$ cat src/rtl/exception_ctrl_if.sv
// rtl/exception_ctrl_if.sv - pipeline-side bundle between the ID stage and the exception controller
interface exception_ctrl_if;
    logic        InstValid;
    logic        ErrInst;
    logic        Eret;
    logic [31:0] PC;
    logic        IRQ;
    logic        Flush;
    logic        Redirect;
    logic [31:0] ExcTarget;
    logic [31:0] EPC;
    logic        Supervisor;
    logic [1:0]  Cause;
    logic        Halted;
    logic [7:0]  ExcCount;

    // Pipeline / decoder side
    modport master (
        output InstValid, ErrInst, Eret, PC, IRQ,
        input  Flush, Redirect, ExcTarget, EPC, Supervisor, Cause, Halted, ExcCount
    );

    // Exception controller side
    modport slave (
        input  InstValid, ErrInst, Eret, PC, IRQ,
        output Flush, Redirect, ExcTarget, EPC, Supervisor, Cause, Halted, ExcCount
    );
endinterface

$ cat src/rtl/exception_ctrl.sv
// rtl/exception_ctrl.sv - exception/interrupt sequencer: EPC capture, flush, vector redirect, mode tracking
module exception_ctrl #(
    parameter logic [31:0] ILLOP_VEC   = 32'h80000004,
    parameter logic [31:0] XADR_VEC    = 32'h80000008,
    parameter int          SYNC_STAGES = 2
) (
    input  logic             clk,
    input  logic             reset,
    exception_ctrl_if.slave  exc
);

    localparam logic [1:0] CAUSE_NONE  = 2'b00;
    localparam logic [1:0] CAUSE_ILLOP = 2'b01;
    localparam logic [1:0] CAUSE_IRQ   = 2'b10;

    typedef enum logic [2:0] {
        ST_USER   = 3'd0,
        ST_TAKE   = 3'd1,
        ST_KERNEL = 3'd2,
        ST_RET    = 3'd3,
        ST_HALT   = 3'd4
    } state_t;

    state_t                 state_q, state_d;
    logic [SYNC_STAGES-1:0] irq_sync_q;
    logic                   irq_prev_q;
    logic                   irq_pend_q, irq_pend_d;
    logic [31:0]            epc_q, epc_d;
    logic [1:0]             cause_q, cause_d;
    logic                   super_q, super_d;
    logic [7:0]             exc_count_q, exc_count_d;

    logic                   irq_synced;
    logic                   irq_rise;
    logic                   take_irq;

    logic                   flush;
    logic                   redirect;
    logic [31:0]            exc_target;

    assign irq_synced = irq_sync_q[SYNC_STAGES-1];
    assign irq_rise   = irq_synced & ~irq_prev_q;

    // Shift the asynchronous IRQ level through the synchronizer and keep the previous synced value for edge detection
    always_ff @(posedge clk or negedge reset) begin
        if (!reset) begin
            irq_sync_q <= '0;
            irq_prev_q <= 1'b0;
        end else begin
            irq_sync_q <= {irq_sync_q[SYNC_STAGES-2:0], exc.IRQ};
            irq_prev_q <= irq_synced;
        end
    end

    // State and architectural registers
    always_ff @(posedge clk or negedge reset) begin
        if (!reset) begin
            state_q     <= ST_USER;
            irq_pend_q  <= 1'b0;
            epc_q       <= '0;
            cause_q     <= CAUSE_NONE;
            super_q     <= 1'b0;
            exc_count_q <= '0;
        end else begin
            state_q     <= state_d;
            irq_pend_q  <= irq_pend_d;
            epc_q       <= epc_d;
            cause_q     <= cause_d;
            super_q     <= super_d;
            exc_count_q <= exc_count_d;
        end
    end

    // Next-state logic; pending IRQs are only honoured in USER, and a fresh edge always wins over the clear
    always_comb begin
        state_d     = state_q;
        epc_d       = epc_q;
        cause_d     = cause_q;
        super_d     = super_q;
        exc_count_d = exc_count_q;
        take_irq    = 1'b0;

        case (state_q)
            ST_USER: begin
                if (exc.InstValid && (irq_pend_q || exc.ErrInst)) begin
                    take_irq = irq_pend_q;
                    state_d  = ST_TAKE;
                    epc_d    = exc.PC;
                    cause_d  = irq_pend_q ? CAUSE_IRQ : CAUSE_ILLOP;
                    if (exc_count_q != 8'hFF) begin
                        exc_count_d = exc_count_q + 8'd1;
                    end
                end
            end
            ST_TAKE: begin
                super_d = 1'b1;
                state_d = ST_KERNEL;
            end
            ST_KERNEL: begin
                if (exc.InstValid && exc.ErrInst) begin
                    state_d = ST_HALT;
                end else if (exc.InstValid && exc.Eret) begin
                    state_d = ST_RET;
                end
            end
            ST_RET: begin
                super_d = 1'b0;
                cause_d = CAUSE_NONE;
                state_d = ST_USER;
            end
            ST_HALT: begin
                state_d = ST_HALT;
            end
            default: begin
                state_d = ST_USER;
            end
        endcase

        irq_pend_d = irq_rise | (irq_pend_q & ~take_irq);
    end

    // Pipeline-control outputs decoded from the current state
    always_comb begin
        flush      = 1'b0;
        redirect   = 1'b0;
        exc_target = '0;
        case (state_q)
            ST_TAKE: begin
                flush      = 1'b1;
                redirect   = 1'b1;
                exc_target = (cause_q == CAUSE_IRQ) ? XADR_VEC : ILLOP_VEC;
            end
            ST_RET: begin
                flush      = 1'b1;
                redirect   = 1'b1;
                exc_target = epc_q;
            end
            ST_HALT: begin
                flush      = 1'b1;
            end
            default: begin
                flush      = 1'b0;
            end
        endcase
    end

    assign exc.Flush      = flush;
    assign exc.Redirect   = redirect;
    assign exc.ExcTarget  = exc_target;
    assign exc.EPC        = epc_q;
    assign exc.Supervisor = super_q;
    assign exc.Cause      = cause_q;
    assign exc.Halted     = (state_q == ST_HALT);
    assign exc.ExcCount   = exc_count_q;

endmodule

$ cat src/flat_wrapper.sv
// flat-port wrapper written by rule: the top's interface ports become plain ports
module exception_ctrl_flat 
#(
    parameter logic [31:0] ILLOP_VEC   = 32'h80000004,
    parameter logic [31:0] XADR_VEC    = 32'h80000008,
    parameter int          SYNC_STAGES = 2
)
  (clk, reset, exc_InstValid, exc_ErrInst, exc_Eret, exc_PC, exc_IRQ, exc_Flush, exc_Redirect, exc_ExcTarget, exc_EPC, exc_Supervisor, exc_Cause, exc_Halted, exc_ExcCount);
  exception_ctrl_if exc_i ();
  input  logic clk;
  input  logic reset;
  input wire logic [$bits(exc_i.InstValid)-1:0] exc_InstValid;
  input wire logic [$bits(exc_i.ErrInst)-1:0] exc_ErrInst;
  input wire logic [$bits(exc_i.Eret)-1:0] exc_Eret;
  input wire logic [$bits(exc_i.PC)-1:0] exc_PC;
  input wire logic [$bits(exc_i.IRQ)-1:0] exc_IRQ;
  output wire logic [$bits(exc_i.Flush)-1:0] exc_Flush;
  output wire logic [$bits(exc_i.Redirect)-1:0] exc_Redirect;
  output wire logic [$bits(exc_i.ExcTarget)-1:0] exc_ExcTarget;
  output wire logic [$bits(exc_i.EPC)-1:0] exc_EPC;
  output wire logic [$bits(exc_i.Supervisor)-1:0] exc_Supervisor;
  output wire logic [$bits(exc_i.Cause)-1:0] exc_Cause;
  output wire logic [$bits(exc_i.Halted)-1:0] exc_Halted;
  output wire logic [$bits(exc_i.ExcCount)-1:0] exc_ExcCount;
  assign exc_i.InstValid = exc_InstValid;
  assign exc_i.ErrInst = exc_ErrInst;
  assign exc_i.Eret = exc_Eret;
  assign exc_i.PC = exc_PC;
  assign exc_i.IRQ = exc_IRQ;
  assign exc_Flush = exc_i.Flush;
  assign exc_Redirect = exc_i.Redirect;
  assign exc_ExcTarget = exc_i.ExcTarget;
  assign exc_EPC = exc_i.EPC;
  assign exc_Supervisor = exc_i.Supervisor;
  assign exc_Cause = exc_i.Cause;
  assign exc_Halted = exc_i.Halted;
  assign exc_ExcCount = exc_i.ExcCount;
  exception_ctrl #(.ILLOP_VEC(ILLOP_VEC), .XADR_VEC(XADR_VEC), .SYNC_STAGES(SYNC_STAGES)) u_core (.clk(clk), .reset(reset), .exc(exc_i));
endmodule
$ cat config.mk
export PLATFORM = sky130hd
export DESIGN_NAME = exception_ctrl_flat
export DESIGN_NICKNAME = d
export VERILOG_FILES = /design/src/rtl/exception_ctrl_if.sv /design/src/rtl/exception_ctrl.sv /design/src/flat_wrapper.sv
export SDC_FILE = /design/constraint.sdc
export NUM_CORES = 1
export LEC_CHECK = 0
export ABC_AREA = 1
export BUFFER_PORTS_ARGS = -buffer_cell sky130_fd_sc_hd__clkbuf_2
export CORE_MARGIN = 1
export CORE_UTILIZATION = 49
export DETAILED_ROUTE_END_ITERATION = 8
export PLACE_DENSITY = 0.84
export SETUP_SLACK_MARGIN = 0.3
export SYNTH_ARGS = -nofsm -noshare
export SYNTH_HDL_FRONTEND = slang
export SYNTH_SLANG_ARGS = --single-unit
$ cat constraint.sdc
create_clock -name clk -period 3.83 [get_ports clk]
set_input_delay 0.5745 -clock clk [delete_from_list [all_inputs] [get_ports clk]]
set_output_delay 0.5745 -clock clk [all_outputs]
set_load 0.05 [all_outputs]
# ---- After elaboration in Yosys (flattened, before gate mapping)
# Cells that the tools add are included.
dict set report word_totals {
  regBits 50
  latchBits 0
  ramBits 0
  romBits 0
  input_bits 38
  out_inout_bits 78
  wordCells 49
  n_memories 0
}
dict set report classes {
  addsub 1
  n_mul 0
  div 0
  n_lt_le_gt_ge 0
  n_eq_ne 8
  n_shift 0
  n_mux 14
  bitwise 5
  reduce_logical 13
}
# cell n
set ops {}
lappend ops {{32-bit case mux with 2 select lines} 1}
lappend ops {{3-bit case mux with 4 select lines} 1}
lappend ops {{3-bit 2-to-1 mux} 3}
lappend ops {{8-bit by 1-bit adder with 8-bit output (second input constant)} 1}
lappend ops {{8-bit inequality test (second input constant)} 1}
lappend ops {{3-bit by 2-bit == test with 1-bit output (second input constant)} 2}
lappend ops {{2-bit AND reduction} 3}
lappend ops {{1-bit 2-to-1 mux} 4}
lappend ops {{2-bit 2-to-1 mux} 2}
lappend ops {{4-bit 2-to-1 mux} 1}
lappend ops {{2-bit case mux with 2 select lines} 1}
lappend ops {{2-bit nonzero test} 2}
lappend ops {{3-bit by 1-bit == test with 1-bit output (second input constant)} 1}
lappend ops {{3-bit == test (second input constant)} 1}
lappend ops {{1-bit logical AND} 3}
lappend ops {{3-bit zero test} 1}
lappend ops {{3-bit by 1-bit inequality test with 1-bit output (second input constant)} 1}
lappend ops {{3-bit AND reduction} 1}
lappend ops {{3-bit OR reduction} 1}
lappend ops {{1-bit AND} 2}
lappend ops {{2-bit == test (second input constant)} 1}
lappend ops {{2-bit by 1-bit inequality test with 1-bit output (second input constant)} 1}
lappend ops {{1-bit inverter} 2}
lappend ops {{1-bit case mux with 2 select lines} 1}
lappend ops {{other kinds (3)} 3}

# ---- Logic depth before layout (Yosys ltp)
# Gate-level depths: netlist (run 1).
dict set report logic_depth {
  word_depth 7
  depth_mapped 7
  depth_no_buf 7
}

# ---- Least setup slack after synthesis (run 1)
# Ideal clock, no wire load.
dict set report synth_path {
  path_type {register to output}
  startpoint {register u_core.state_q[0]}
  endpoint {output exc_ExcTarget[3]}
  t_arrival_ns 2.302
  required_time_ns 3.256
  setup_slack_ns 0.954
  path_stages_with_launch 5
  n_path_buf 0
  cell_sequence {dfrtp_1 inv_1 nor2_2 nand2_1 o31ai_1}
}
dict set report synth_via {
  elab_chain_len 2
  elab_cells_between_ends 3
  cone_classes {2 x eq/ne; 1 x mux}
}
# element line
set synth_rtl {}
lappend synth_rtl {{from (decl)} exception_ctrl.sv:24} ;# state_t state_q, state_d;
lappend synth_rtl {{from (signal assigned)} exception_ctrl.sv:65} ;# state_q <= state_d;
lappend synth_rtl {{3-bit by 2-bit == test with 1-bit output / 3-bit by 1-bit == test with 1-bit output (equally long branches)} exception_ctrl.sv:127} ;# case (state_q)
lappend synth_rtl {{32-bit case mux with 2 select lines *} exception_ctrl.sv:127}
lappend synth_rtl {{to (decl)} flat_wrapper.sv:19} ;# output wire logic [$bits(exc_i.ExcTarget)-1:0] exc_ExcTarget;
# Every way passes the cells marked *; elsewhere a longest branch is shown, timed or not.

# ---- Final worst setup path (run 1)
# Ends and elaborated chain as after synthesis.

==> flow_summary.yaml, run 1 <==
die:
  num_rows: 24
  dieArea_um2: 4963
  num_io_pins: 116
  start_util: 0.5201
  core-area_um2: 4414
  fp.dieW_um: 70.45
  dieHeight_um: 70.45
clock_network:
  cts_max_level: 2
  clk_path_buf_depth: 2
  cts_buffers: 5
  clk_pin_slew_worst_paths_ns: 0.09
  clkLatencyLatePin_ns: 0.29
  cts_tree: "done"
  root_buffer: "clkbuf_8"
  postCtsSetupBuffers: 0
  ctsHoldBuffers: 0
  cts.sinks: 50
  cts_resized: 0
sta:
  fin_ws_ns: 0.9567
  drv_slew: 0
  fin_crit_sh: 0.7502
  tns_ns: 0
  worst_pin_slew_ns: 1.025
  slew_headroom: 0.3153
  clock_skew_ns: 0.004524
  max_freq_mhz: 348.0
  hold_violations: 0
  post-route-min-period_ns: 2.873
  setup_violations: 0
  rsz0062_at_grt: "no"
drt:
  dr.pass1.iters: 6
  drtIter0Drc: 84
  via_per_inst: 4.741
  wl_per_cell_um: 11.57
  ant_nets: 0
  wirelength_um: 5321
  post-route-drc-count: 0
  num_vias: 2181
critical_path:
  critical-path-max-stage-delay_ns: 0.61
  end_kind: "output pin"
  cp.arrival_ns: 2.30
  critPathKind: "reg -> out"
  regToRegSetupSlack_ns: 1.91
  cp_top_family: "simple AND/OR/NAND/NOR gates"
  reg2reg_depth: 6
  cp.buffers_inverters: 3
  cp_max_fo: 32
  cp-start-kind: "flip-flop"
  crit-reg2reg-launch: "u_core.state_q[1]"
  reg2reg_to: "u_core.exc.EPC[10]"
  path_cells: "inv_1, nor2_2, nand2_1, inv_1, nand2_1, o31ai_1, clkbuf_2"
  worst_path_max_delay_cell: "nand2_1"
  crit_required_ns: 3.26
logic_synthesis:
  synth_area_per_cell_um2: 7.863
  syn_inst: 292
  syn_nets: 331
  yosysWarnings: 0
  synthesis.area_um2: 2296
  ys_seq_area_frac: 0.5450
  ys_ff_latch: 50
  synthDistinctLibCells: 22
global_route:
  grt_pass1_vias: 2060
  antenna_found_initial: 0
  grt_max_degree: 50
  grt-ovfl-total: 0
  grt_pass1_wl_um: 8700
  grt_usage: 0.2219
layout:
  fin_nets: 446
  antenna_cells: 0
  drive_above_1_share: 0.3235
  area_delta_synth_final_pct: 31.01
  fin_util: 0.6814
run:
  drv_cap: 0
placement:
  gp_congestion: 0.8797
  place_ws_ns: 1.248
  port_buffers: 115
  place_hpwl_um: 3992
worst_hold_path:
  hp-class: "in -> async"
status:
  status: "finished, final reports clean"
[how the worst max path moves through the flow]
stage	start	endpoint	slack [ns]	cells after the start
final	u_core.state_q[0]	exc_ExcTarget[3]	0.96	7
after global placement	u_core.state_q[0]	exc_ExcTarget[3]	1.36	7
after global routing	u_core.state_q[0]	exc_ExcTarget[3]	0.73	7
after detailed placement	u_core.state_q[0]	exc_ExcTarget[3]	1.25	7
after floorplan	u_core.state_q[0]	exc_ExcTarget[3]	0.95	4
after CTS	u_core.state_q[0]	exc_ExcTarget[3]	0.92	7
[Yosys cell counts, drive strengths merged]
library cell,n,share of area
buf,7,0.020
o21ai,36,0.078
o31ai,1,0.0033
o22ai,1,0.0027
ha,1,0.0054
nand2,92,0.15
nand3,8,0.020
a21oi,1,0.0022
xor2,1,0.0038
nor2,42,0.077
xnor2,2,0.0076
inv,47,0.077
dfrtp,50,0.54
o21bai,1,0.0033
clkbuf,2,0.0033
[worst reg2reg max path, cell delays in order (launching register included)]
cell	delay, ns
dfrtp_1	0.42
nor2_2	0.20
nand2_2	0.12
nor2_4	0.47
buf_4	0.44
nand2_1	0.11
o21ai_1	0.09
[final cells by class]
type                    instances  area [um2]
inverters                      47       176.4
clock buffers                   5       68.82
multi-input cells             186       815.8
fillers                       381        1406
flip-flops and latches         50        1251
well taps                      52       65.06
repair buffers                117       590.6
clock inverters                 3       40.04
[per-stage QoR]
step | area, um2 | std cells | hold WS (ns)
5_1_grt | 3008 | 460 | 0.02774
2_1_floorplan | 2296 | 292 | 0.2789
3_5_place_dp | 2899 | 452 | 0.3364
3_3_place_gp | 2899 | 452 | 0.3316
6_report | 3008 | 460 | 0.04702
4_1_cts | 3008 | 460 | 0.03314
[layout by cell type, fill, tap and decap left out, types with 5 or more instances in the layout]
cell,n
clkbuf_2,115
clkbuf_8,5
dfrtp_1,50
inv_1,46
nand2_1,91
nand3_1,7
nor2_1,38
o21ai_0,8
o21ai_1,28
[metal layers]
| metal | track usage | vias up | part of all wire |
|---|---|---|---|
| li1 | - | 1107 | - |
| met1 | 0.2631 | 987 | 0.43 |
| met2 | 0.3937 | 81 | 0.50 |
| met3 | 0.03752 | 6 | 0.058 |
| met4 | 0.09333 | 0 | 0.012 |
| met5 | 0 | - | 0 |
[state kept, by name, summed over array words and instances, names as in the netlist]
signal	flops
u_core.exc.ExcCount	8
u_core.exc.Cause	2
u_core.exc.EPC	32
u_core.state_q	3
u_core.irq_prev_q	1
u_core.exc.Supervisor	1
u_core.irq_pend_q	1
u_core.irq_sync_q	2
[cell families after synthesis]
kind of cell    share of synthesized area
buf+inv                           0.09973
flops                              0.5450
compound gates                    0.08992
fa+ha+maj                        0.005449
xor+xnor                          0.01145
simple gates                       0.2485
Power of run 1 is left out: the tool's default activity adds up to more than one toggle a clock period on the data nets, which glitch-free logic cannot reach.
==> run 2, diff against run 1 <==
Settings changed: CORE_UTILIZATION 49 to 41, PLACE_DENSITY 0.84 to 0.75.
Clock period 3.83 ns to 2.5 ns, I/O delays scaled along.
==> flow_summary.yaml, run 2 (synthesis gave the netlist of run 1 again) <==
status:
  status: "finished, final reports clean"
layout:
  antenna_cells: 0
  largest_reg_flops: 32
  area_delta_synth_final_pct: 34.11
  fin_nets: 448
  final_common_cell: "clkbuf_2"
  drive_above_1_share: 0.3439
  most-common-layout-cells: "clkbuf_2, nand2_1, dfrtp_1, inv_1, nor2_1"
  fillCellCount: 500
die:
  core-area_um2: 5238
  num_rows: 26
  fp.dieW_um: 76.83
  num_io_pins: 116
  start_util: 0.4384
  dieHeight_um: 76.83
  dieArea_um2: 5903
drt:
  maxUsedRoutingLayer: "met4"
  drtIter0Drc: 126
  dr.pass1.iters: 4
  wirelength_um: 5442
  wl_per_cell_um: 11.34
  via_per_inst: 4.463
  wl_met3_um: 401
  post-route-drc-count: 0
  ant_nets: 0
  wl_met1_um: 2565
  num_vias: 2142
  dr_wl_met2_um: 2427
global_route:
  grt_max_degree: 38
  grt_pass1_vias: 1935
  grt-ovfl-total: 0
  grt_usage: 0.1942
  antenna_found_initial: 0
  grt_pass1_wl_um: 9101
worst_hold_path:
  hp-class: "in -> async"
critical_path:
  critPathKind: "reg -> out"
  critical-path-max-stage-delay_ns: 0.36
  crit_required_ns: 2.12
  cp.buffers_inverters: 4
  cp-start-kind: "flip-flop"
  cp.arrival_ns: 1.68
  cp_top_family: "buffers and inverters"
  cp_max_fo: 32
  worst_path_max_delay_cell: "dfrtp_1"
  end_kind: "output pin"
  crit_cells: 8
  path_cells: "inv_1, nor2_2, nand2_1, buf_6, inv_1, nand2_1, o21ai_2, clkbuf_4"
  reg2reg_depth: 7
clock_network:
  cts_tree: "done"
  clkLatencyLatePin_ns: 0.30
  clk_path_buf_depth: 2
  cts_max_level: 2
  cts.sinks: 50
  postCtsSetupBuffers: 0
  root_buffer: "clkbuf_8"
  clk_pin_slew_worst_paths_ns: 0.09
  cts_buffers: 5
sta:
  rsz0062_at_grt: "no"
  drv_slew: 0
  fin_crit_sh: 0.8203
  worst_pin_slew_ns: 0.6995
  setup_violations: 0
  slew_headroom: 0.5337
  hold_violations: 0
  tns_ns: 0
  clock_skew_ns: 0.004105
  post-route-min-period_ns: 2.051
  max_freq_mhz: 487.6
placement:
  port_buffers: 115
  gp_congestion: 0.8046
  place_hpwl_um: 4099
run:
  drv_cap: 0
==> run 2: cell count changes in the layout (fill, tap and decap cells not counted), moves of 2 or more <==
cell	delta
buf_4	+2
clkbuf_2	-2
clkinv_2	-2
nor2_1	-6
nor2_2	+6
==> run 2: timing repair <==
item | in CTS | in global routing
endpoints found under the setup margin | 0 | 2
resized for setup | 0 | 6
hold buffers | 0 | 0
endpoints found under the hold margin | 0 | 0
==> run 2: path summary, 6_finish.rpt <==
path                                      start                endpoint  slack (ns)
max                           u_core.state_q[0]        exc_ExcTarget[2]        0.45
min                                       reset       u_core.exc.EPC[1]        0.10
max reg2reg                   u_core.state_q[1]  u_core.exc.ExcCount[7]        0.77
min reg2reg                u_core.irq_sync_q[0]    u_core.irq_sync_q[1]        0.37
max in group asynchronous                 reset       u_core.irq_pend_q        1.63
min in group clk                        exc_IRQ    u_core.irq_sync_q[0]        0.19
==> run 2: metal layers <==
metal / up-vias / track usage
met5: - / 0
met1: 938 / 0.2609
met2: 78 / 0.3018
met4: 0 / 0.05385
met3: 8 / 0.05952
li1: 1118 / -
==> run 2: cell type report <==
type | instances | area [um2] | area share
Clock buffer | 6 | 72.57 | 0.02357
Inverter | 47 | 176.4 | 0.05729
Multi-Input combinational cell | 186 | 839.6 | 0.2727
Timing Repair Buffer | 119 | 614.3 | 0.1995
Tap cell | 70 | 87.58 | 0.02844
Clock inverter | 2 | 37.54 | 0.01219
Sequential cell | 50 | 1251 | 0.4063
==> run 2: per-stage QoR <==
step | instance area, um2 | cells | worst slack (ns) | utilization | hold WS (ns)
after global placement | 2960 | 472 | 0.7068 | 0.5652 | 0.3326
after floorplan | 2320 | 292 | 0.1248 | - | 0.07941
after CTS | 3070 | 480 | 0.3073 | 0.5862 | 0.1242
after detailed placement | 2960 | 472 | 0.6657 | 0.5652 | 0.3537
final | 3079 | 480 | 0.4493 | 0.5879 | 0.1049
after global routing | 3079 | 480 | 0.3417 | 0.5879 | 0.1573
Power of run 2 is left out for the same reason.
==> run 3, diff against run 2 <==
Settings changed: CORE_UTILIZATION 41 to 45, PLACE_DENSITY 0.75 to 0.78.
Clock period 2.5 ns to 2.1 ns, I/O delays scaled along.
==> flow_summary.yaml, run 3 (synthesis gave the netlist of run 1 again) <==
drt:
  drtIter0Drc: 124
  wirelength_um: 6434
  dr.pass1.iters: 4
  wl_per_cell_um: 13.32
  via_per_inst: 4.772
  post-route-drc-count: 0
  ant_nets: 0
  num_vias: 2305
worst_hold_path:
  hp-class: "in -> async"
global_route:
  grt_pass1_wl_um: 9860
  grt.busiest_layer: "met2"
  grt_usage: 0.2419
  grt-ovfl-total: 0
  grtUsageMet3: 0.05075
  antenna_found_initial: 0
  met1_usage: 0.3072
  grt_util_met2: 0.4084
  grt_pass1_vias: 2141
  grt_max_degree: 60
die:
  dieArea_um2: 5392
  num_io_pins: 116
  num_rows: 25
  start_util: 0.4766
  fp.dieW_um: 73.43
  core-area_um2: 4817
  dieHeight_um: 73.43
layout:
  drive_above_1_share: 0.4255
  area.sequential_um2: 1251
  final_common_cell: "nand2_1"
  largest_reg_flops: 32
  multi_input_area_um2: 1075
  fin_nets: 454
  fillCellCount: 352
  most-common-layout-cells: "nand2_1, clkbuf_2, dfrtp_1, inv_1, nor2_4"
  area_delta_synth_final_pct: 62.94
  antenna_cells: 0
critical_path:
  crit_start: "u_core.state_q[2]"
  critical-path-max-stage-delay_ns: 0.41
  critPathKind: "reg -> out"
  cp-start-kind: "flip-flop"
  crit-reg2reg-launch: "u_core.state_q[1]"
  cp_max_fo: 8
  worst_path_max_delay_cell: "dfrtp_1"
  crit_required_ns: 1.78
  path_common_cell: "nor2_4"
  cp.arrival_ns: 1.51
  cp_top_family: "simple AND/OR/NAND/NOR gates"
  end_kind: "output pin"
  cp.buffers_inverters: 2
  path_cells: "nor2_4, nand2_8, clkbuf_16, nor2_4, buf_8"
clock_network:
  clk_pin_slew_worst_paths_ns: 0.09
  root_buffer: "clkbuf_8"
  clk_path_buf_depth: 2
  ctsHoldBuffers: 0
  cts_tree: "done"
  cts_buffers: 5
  clkLatencyLatePin_ns: 0.30
  cts_max_level: 2
  cts.sinks: 50
placement:
  place_hpwl_um: 4150
  port_buffers: 115
  gp_congestion: 0.7431
status:
  status: "finished, final reports clean"
sta:
  worst_pin_slew_ns: 0.3097
  rsz0062_at_grt: "yes"
  slew_headroom: 0.7935
  hold_violations: 0
  setup_violations: 0
  clock_skew_ns: 0.002808
  fin_crit_sh: 0.8714
  drv_slew: 0
  max_freq_mhz: 546.5
  tns_ns: 0
  post-route-min-period_ns: 1.830
run:
  drv_cap: 0
## run 3: cell types whose count changed in the layout (fill, tap and decap cells not counted), moves of 5 or more
cell / change
nor2_1: -24
buf_8: +29
clkbuf_2: -30
nor2_2: -5
nor2_4: +29
## run 3: area by class of cell
type | instances | area share
well taps | 67 | 0.02241
clock buffers | 5 | 0.01839
flip-flops and latches | 50 | 0.3344
repair buffers | 125 | 0.2796
inverters | 47 | 0.04716
clock inverters | 3 | 0.01070
multi-input cells | 186 | 0.2873
## run 3: final timing paths
kind                                         to  slack (ns)  depth (start not counted)
min in group clk           u_core.irq_sync_q[0]        0.12                          1
max in group asynchronous   u_core.exc.Cause[0]        1.88                          2
min reg2reg                u_core.irq_sync_q[1]        0.36                          0
max                           exc_ExcTarget[17]        0.27                          5
max reg2reg                   u_core.exc.EPC[1]        0.55                          6
min                        u_core.irq_sync_q[0]        0.01                          2
## run 3: timing repair
item                       in CTS  in global routing
cloned                          1                  2
setup buffers                   3                  1
setup endpoints to repair      31                 32
pin swaps                       1                  3
resized for setup              66                 42
## run 3: metrics by stage
stage	hold slack (ns)	worst slack, ns	cell area, um2	utilization	std cells
after floorplan	0.01941	0.2278	2506	-	292
after global routing	0.01803	0.1848	3741	0.7766	483
after CTS	0.01727	0.2590	3596	0.7465	480
final	0.009940	0.2701	3741	0.7766	483
after global placement	0.3252	0.5076	3168	0.6577	468
after detailed placement	0.3379	0.4705	3168	0.6577	468
## run 3: per-layer routing
layer | up-vias | routed length, um
met3 | 12 | 236
met4 | 0 | 162
met1 | 1091 | 2619
met5 | - | 0
met2 | 71 | 3416
li1 | 1131 | -
Power of run 3 is left out for the same reason.
